==> src/rtl/multi_cycle_control_fsm.sv <==
// Main sequencer for the multi-cycle RV32I core (lw, sw, R-type, I-type ALU, beq, jal).
// Optional performance counters are built when PERF_CNT_EN is defined.
module multi_cycle_control_fsm #(
  parameter int CNT_W = 32
) (
  input  logic       clk,
  input  logic       rst,
  input  logic [6:0] op,
  input  logic [2:0] funct3,
  input  logic       funct7_5,
  input  logic       zero_flag,
  input  logic       mem_ready,
  output logic       mem_req,
  output logic       mem_write,
  output logic       adr_src,
  output logic       ir_write,
  output logic       pc_write,
  output logic       reg_write,
  output logic [1:0] result_src,
  output logic [1:0] alu_src_a,
  output logic [1:0] alu_src_b,
  output logic [1:0] imm_src,
  output logic [2:0] alu_control,
  output logic       illegal_instr,
  output logic [3:0] state
`ifdef PERF_CNT_EN
  ,
  output logic [CNT_W-1:0] cycle_cnt,
  output logic [CNT_W-1:0] instret_cnt
`endif
);

  // state | meaning
  // IDLE     | held in reset, first clk after release goes to FETCH
  // FETCH    | read instruction at PC, PC <= PC+4 when memory answers
  // DECODE   | precompute branch target (old PC + imm), dispatch on op
  // MEMADR   | rs1 + imm for lw/sw
  // MEMREAD  | load request, wait for mem_ready
  // MEMWB    | rd <= memory data
  // MEMWRITE | store request, wait for mem_ready
  // EXEC_R   | rs1 op rs2
  // EXEC_I   | rs1 op imm
  // ALUWB    | rd <= ALUOut
  // BEQ      | rs1 - rs2, take branch on zero
  // JAL      | PC <= target, then rd <= PC+4 via ALUWB
  // ILLEGAL  | unsupported opcode, parked until reset
  typedef enum logic [3:0] {
    S_IDLE     = 4'd0,
    S_FETCH    = 4'd1,
    S_DECODE   = 4'd2,
    S_MEMADR   = 4'd3,
    S_MEMREAD  = 4'd4,
    S_MEMWB    = 4'd5,
    S_MEMWRITE = 4'd6,
    S_EXEC_R   = 4'd7,
    S_EXEC_I   = 4'd8,
    S_ALUWB    = 4'd9,
    S_BEQ      = 4'd10,
    S_JAL      = 4'd11,
    S_ILLEGAL  = 4'd12
  } state_t;

  localparam logic [6:0] OP_LW  = 7'b0000011;
  localparam logic [6:0] OP_SW  = 7'b0100011;
  localparam logic [6:0] OP_R   = 7'b0110011;
  localparam logic [6:0] OP_I   = 7'b0010011;
  localparam logic [6:0] OP_BEQ = 7'b1100011;
  localparam logic [6:0] OP_JAL = 7'b1101111;

  if (CNT_W < 1) begin : g_bad_cnt_w
    $error("CNT_W must be at least 1");
  end

  state_t state_q, state_next;
  logic [2:0] funct_alu;

  // Unsupported funct3 values fall back to add rather than trapping.
  always_comb begin
    funct_alu = 3'b000;
    case (funct3)
      3'b000:  funct_alu = (op[5] & funct7_5) ? 3'b001 : 3'b000;
      3'b010:  funct_alu = 3'b101;
      3'b110:  funct_alu = 3'b011;
      3'b111:  funct_alu = 3'b010;
      default: funct_alu = 3'b000;
    endcase
  end

  always_ff @(posedge clk or negedge rst) begin
    if (!rst) state_q <= S_IDLE;
    else      state_q <= state_next;
  end

  always_comb begin
    state_next    = state_q;
    mem_req       = 1'b0;
    mem_write     = 1'b0;
    adr_src       = 1'b0;
    ir_write      = 1'b0;
    pc_write      = 1'b0;
    reg_write     = 1'b0;
    result_src    = 2'b00;
    alu_src_a     = 2'b00;
    alu_src_b     = 2'b00;
    imm_src       = 2'b00;
    alu_control   = 3'b000;
    illegal_instr = 1'b0;

    if (state_q != S_IDLE && state_q != S_ILLEGAL) begin
      case (op)
        OP_SW:   imm_src = 2'b01;
        OP_BEQ:  imm_src = 2'b10;
        OP_JAL:  imm_src = 2'b11;
        default: imm_src = 2'b00;
      endcase
    end

    case (state_q)
      S_IDLE: state_next = S_FETCH;
      S_FETCH: begin
        mem_req    = 1'b1;
        alu_src_b  = 2'b10;
        result_src = 2'b10;
        ir_write   = mem_ready;
        pc_write   = mem_ready;
        if (mem_ready) state_next = S_DECODE;
      end
      S_DECODE: begin
        alu_src_a = 2'b01;
        alu_src_b = 2'b01;
        case (op)
          OP_LW, OP_SW: state_next = S_MEMADR;
          OP_R:         state_next = S_EXEC_R;
          OP_I:         state_next = S_EXEC_I;
          OP_BEQ:       state_next = S_BEQ;
          OP_JAL:       state_next = S_JAL;
          default:      state_next = S_ILLEGAL;
        endcase
      end
      S_MEMADR: begin
        alu_src_a  = 2'b10;
        alu_src_b  = 2'b01;
        state_next = op[5] ? S_MEMWRITE : S_MEMREAD;
      end
      S_MEMREAD: begin
        mem_req = 1'b1;
        adr_src = 1'b1;
        if (mem_ready) state_next = S_MEMWB;
      end
      S_MEMWB: begin
        result_src = 2'b01;
        reg_write  = 1'b1;
        state_next = S_FETCH;
      end
      S_MEMWRITE: begin
        mem_req   = 1'b1;
        mem_write = 1'b1;
        adr_src   = 1'b1;
        if (mem_ready) state_next = S_FETCH;
      end
      S_EXEC_R: begin
        alu_src_a   = 2'b10;
        alu_control = funct_alu;
        state_next  = S_ALUWB;
      end
      S_EXEC_I: begin
        alu_src_a   = 2'b10;
        alu_src_b   = 2'b01;
        alu_control = funct_alu;
        state_next  = S_ALUWB;
      end
      S_ALUWB: begin
        reg_write  = 1'b1;
        state_next = S_FETCH;
      end
      S_BEQ: begin
        alu_src_a   = 2'b10;
        alu_control = 3'b001;
        pc_write    = zero_flag;
        state_next  = S_FETCH;
      end
      S_JAL: begin
        alu_src_a  = 2'b01;
        alu_src_b  = 2'b10;
        pc_write   = 1'b1;
        state_next = S_ALUWB;
      end
      S_ILLEGAL: illegal_instr = 1'b1;
      default:   state_next = S_FETCH;
    endcase
  end

  assign state = state_q;

`ifdef PERF_CNT_EN
  // A FETCH->FETCH stall is not a retirement; only re-entry into FETCH counts.
  always_ff @(posedge clk or negedge rst) begin
    if (!rst) begin
      cycle_cnt   <= '0;
      instret_cnt <= '0;
    end else begin
      if (state_q != S_IDLE) cycle_cnt <= cycle_cnt + CNT_W'(1);
      if (state_q != S_IDLE && state_q != S_FETCH && state_next == S_FETCH)
        instret_cnt <= instret_cnt + CNT_W'(1);
    end
  end
`endif

endmodule

==> config.mk <==
export PLATFORM = sky130hd
export DESIGN_NAME = multi_cycle_control_fsm
export DESIGN_NICKNAME = d
export VERILOG_FILES = /design/src/rtl/multi_cycle_control_fsm.sv
export SDC_FILE = /design/constraint.sdc
export NUM_CORES = 1
export LEC_CHECK = 0
export BUFFER_PORTS_ARGS = -buffer_cell sky130_fd_sc_hd__buf_2
export CORE_UTILIZATION = 41
export DETAILED_ROUTE_END_ITERATION = 7
export GPL_TIMING_DRIVEN = 0
export PLACE_DENSITY = 0.83
export SLEW_MARGIN = 0
export SYNTH_ARGS = -nofsm -noshare
export SYNTH_HDL_FRONTEND = slang
export SYNTH_SLANG_ARGS = --single-unit
==> constraint.sdc <==
create_clock -name clk -period 1.95 [get_ports clk]
set_clock_uncertainty 0.15 [all_clocks]
set_input_delay 0.39 -clock clk [delete_from_list [all_inputs] [get_ports clk]]
set_output_delay 0.39 -clock clk [all_outputs]
set_load 0.005 [all_outputs]
==> flow_summary.toml <==
[timing]
slew_headroom_pct = 74.4
hold_viol_final = 0
finalCriticalPeriod_ns = 2.16
setup_ws_ns = -0.206
fmax_mhz = 464
period_share_pct = 111
setup_violations = 8
drv_slew = 0
rsz0062_at_grt = "yes"
worst_pin_slew_ns = 0.379
tns_ns = -0.756

[global_route]
grt_max_degree = 11
grt_usage_pct = 29.5
grt_pass1_wl_um = 3120
grt.overflow.total = 0
grt_pass1_vias = 693
antenna_found_initial = 0

[cells_and_area]
layout_common_cells = "buf_2 (34), nor2_1 (11), buf_6 (10)"
fin_util_pct = 80.3
final_common_cell = "buf_2"
antenna_cells = 0
largest_reg_flops = 4
syn2layout_area_growth_pct = 81.1
nets = 155
drive_above_1_share_pct = 60.1

[floorplan]
die_area_mm2 = 0.00156
initial_core_util_pct = 44.3
die_height_um = 39.5
core_mm2 = 0.00130
rows = 13
io_pins = 37
die_x_um = 39.5

[critical_path]
cp_num_buf_inv = 1
arrival_ns = 1.62
slowest_delay_ns = 0.43
cp-end-kind = "output port"
cp_max_fo = 3
critPathRequiredTime_ns = 1.41
cp_slowest_cell = "or3b_4"
worstPathCellList = "or3b_4, o22ai_4, nand2_2, o221ai_2, buf_2"
crit_type = "flop to output port"
start_kind = "flop"
crit_family = "simple AND/OR/NAND/NOR gates"

[placement]
hpwl_um = 1370
port_buffers = 36
gp_congestion = 0.892
dp_slack_ns = -0.0254

[routing]
drtIter0Drc = 35
postRouteAntennaNets = 0
vias = 874
route.detailed.drc = 0
dr.pass1.iters = 6
wl_per_cell_um = 15.2
routed_wl_um = 2330
drt-vias-per-instance = 5.71

[outcome]
violations = "setup timing"
outcome = "finished, violations left"

[cts]
cts_root_buffer = "clkbuf_4"
cts_made_buffers = 3
insertion_delay_ns = 0.22
clock_sinks = 4
htreeDepth = 1
cts_buffer_depth = 2
tritoncts = "done"
clk_pin_slew_ns = 0.04

[synthesis]
synth_warnings = 0
syn_area_per_cell_um2 = 6.79
yosys_register_bits = 4
syn_area_um2 = 577
synth_top_area_cell = "dfrtp_1"
syn_nets = 100
synthTopCellsByArea = "dfrtp_1 (17%), nor2_1 (8.5%), nand2_1 (6.5%)"
synth_top_area_share_pct = 17.4
yosysUniqueCellTypes = 34
ys_seq_area_share_pct = 17.4
syn-instance-count = 85

[min_path]
min_path_type = "input pin to flop"

[power]
ir_drop_mv = 0.793
p_per_area_mw_per_mm2 = 1570
p_leak_nw = 0.521

[flow_run]
maxCapViolCount = 0
final cells by class:
class                      count  area [um2]
buffer                         4        45.0
tap                           15        18.8
fill                          90         256
inverter                       5        21.3
multi-input combinational     71         505
sequential                     4         101
clock buffer                   3        22.5
timing repair buffer          51         330
path summary, 6_finish.rpt:
check	startpoint	endpoint	slack (ns)	cells after the start
setup / recovery	state[1]$_DFFE_PN0P_	alu_control[0]	-0.21	5
hold / removal	mem_ready	state[1]$_DFFE_PN0P_	0.35	2
setup reg to reg	state[0]$_DFFE_PN0P_	state[1]$_DFFE_PN0P_	0.31	6
hold reg to reg	state[2]$_DFFE_PN0P_	state[1]$_DFFE_PN0P_	0.58	3
max in group asynchronous	rst	state[2]$_DFFE_PN0P_	1.16	2
min in group asynchronous	rst	state[1]$_DFFE_PN0P_	0.37	2
worst register-to-register path, stage by stage (launching register included):
cell and delay, ns:
dfrtp_1 0.39, buf_6 0.14, buf_6 0.12, buf_6 0.13, buf_4 0.13, o311ai_0 0.29
o21ai_0 0.16
metal layers:
layer,vias up,global-route usage (%),routed length (um)
met5,-,0,0
li1,412,-,-
met4,0,15.5,40
met3,6,5.11,157
met2,52,47.1,1240
met1,404,37.1,891
stage by stage:
stage	cells	hold slack (ns)	area, um2	total power, mW
after floorplan	85	-0.0556	577	0.704
after global placement	136	0.0419	776	0.976
after detailed placement	136	0.0454	776	1.00
after CTS	146	0.307	887	1.26
after global routing	153	0.331	1040	1.75
final	153	0.352	1040	1.64
power breakdown:
part / switching, mW / internal (mW) / total [mW]
Clock: 0.0265 / 0.0684 / 0.0949
Combinational: 0.676 / 0.696 / 1.37
Sequential: 0.0449 / 0.126 / 0.171
synth_stat cells:
| master | n |
|---|---|
| nand4_1 | 1 |
| or3b_1 | 1 |
| o221ai_2 | 1 |
| o21ai_0 | 2 |
| o22ai_1 | 2 |
| buf_2 | 4 |
| o22ai_2 | 1 |
| and3_1 | 2 |
| a221o_1 | 1 |
| or2_2 | 2 |
| nor3_2 | 2 |
| o211ai_1 | 1 |
| nand2_2 | 1 |
| nand2b_1 | 5 |
| a31oi_1 | 1 |
| nand3_1 | 1 |
| or3_4 | 1 |
| nor3_1 | 6 |
| nand2_1 | 10 |
| a311oi_1 | 1 |
| inv_1 | 5 |
| a21oi_1 | 3 |
| a211o_1 | 1 |
| buf_4 | 1 |
| nor4_1 | 1 |
| xor2_1 | 3 |
| nor2_1 | 13 |
| a22o_1 | 1 |
| dfrtp_1 | 4 |
| xnor2_1 | 1 |
| o311ai_0 | 2 |
| a211oi_1 | 1 |
| nor2b_1 | 2 |
| and2_1 | 1 |
cells by family (layout without fill, tap and decap cells):
family	Yosys count	in the layout	synth area share (%)
xor gates and xnor gates	4	4	6.07
buffers and inverters	10	63	8.03
AOI/OAI and AO/OA	18	18	24.3
DFF	4	4	17.4
and+or+nand+nor	49	49	44.3
repair_timing:
action,in CTS,in global routing
buffers inserted,6,8
hold buffers,1,0
resized for setup,11,30
pin swaps,1,11
endpoints found under the setup margin,6,12
endpoints found under the hold margin,4,0
(Power assumes the default switching activity.)
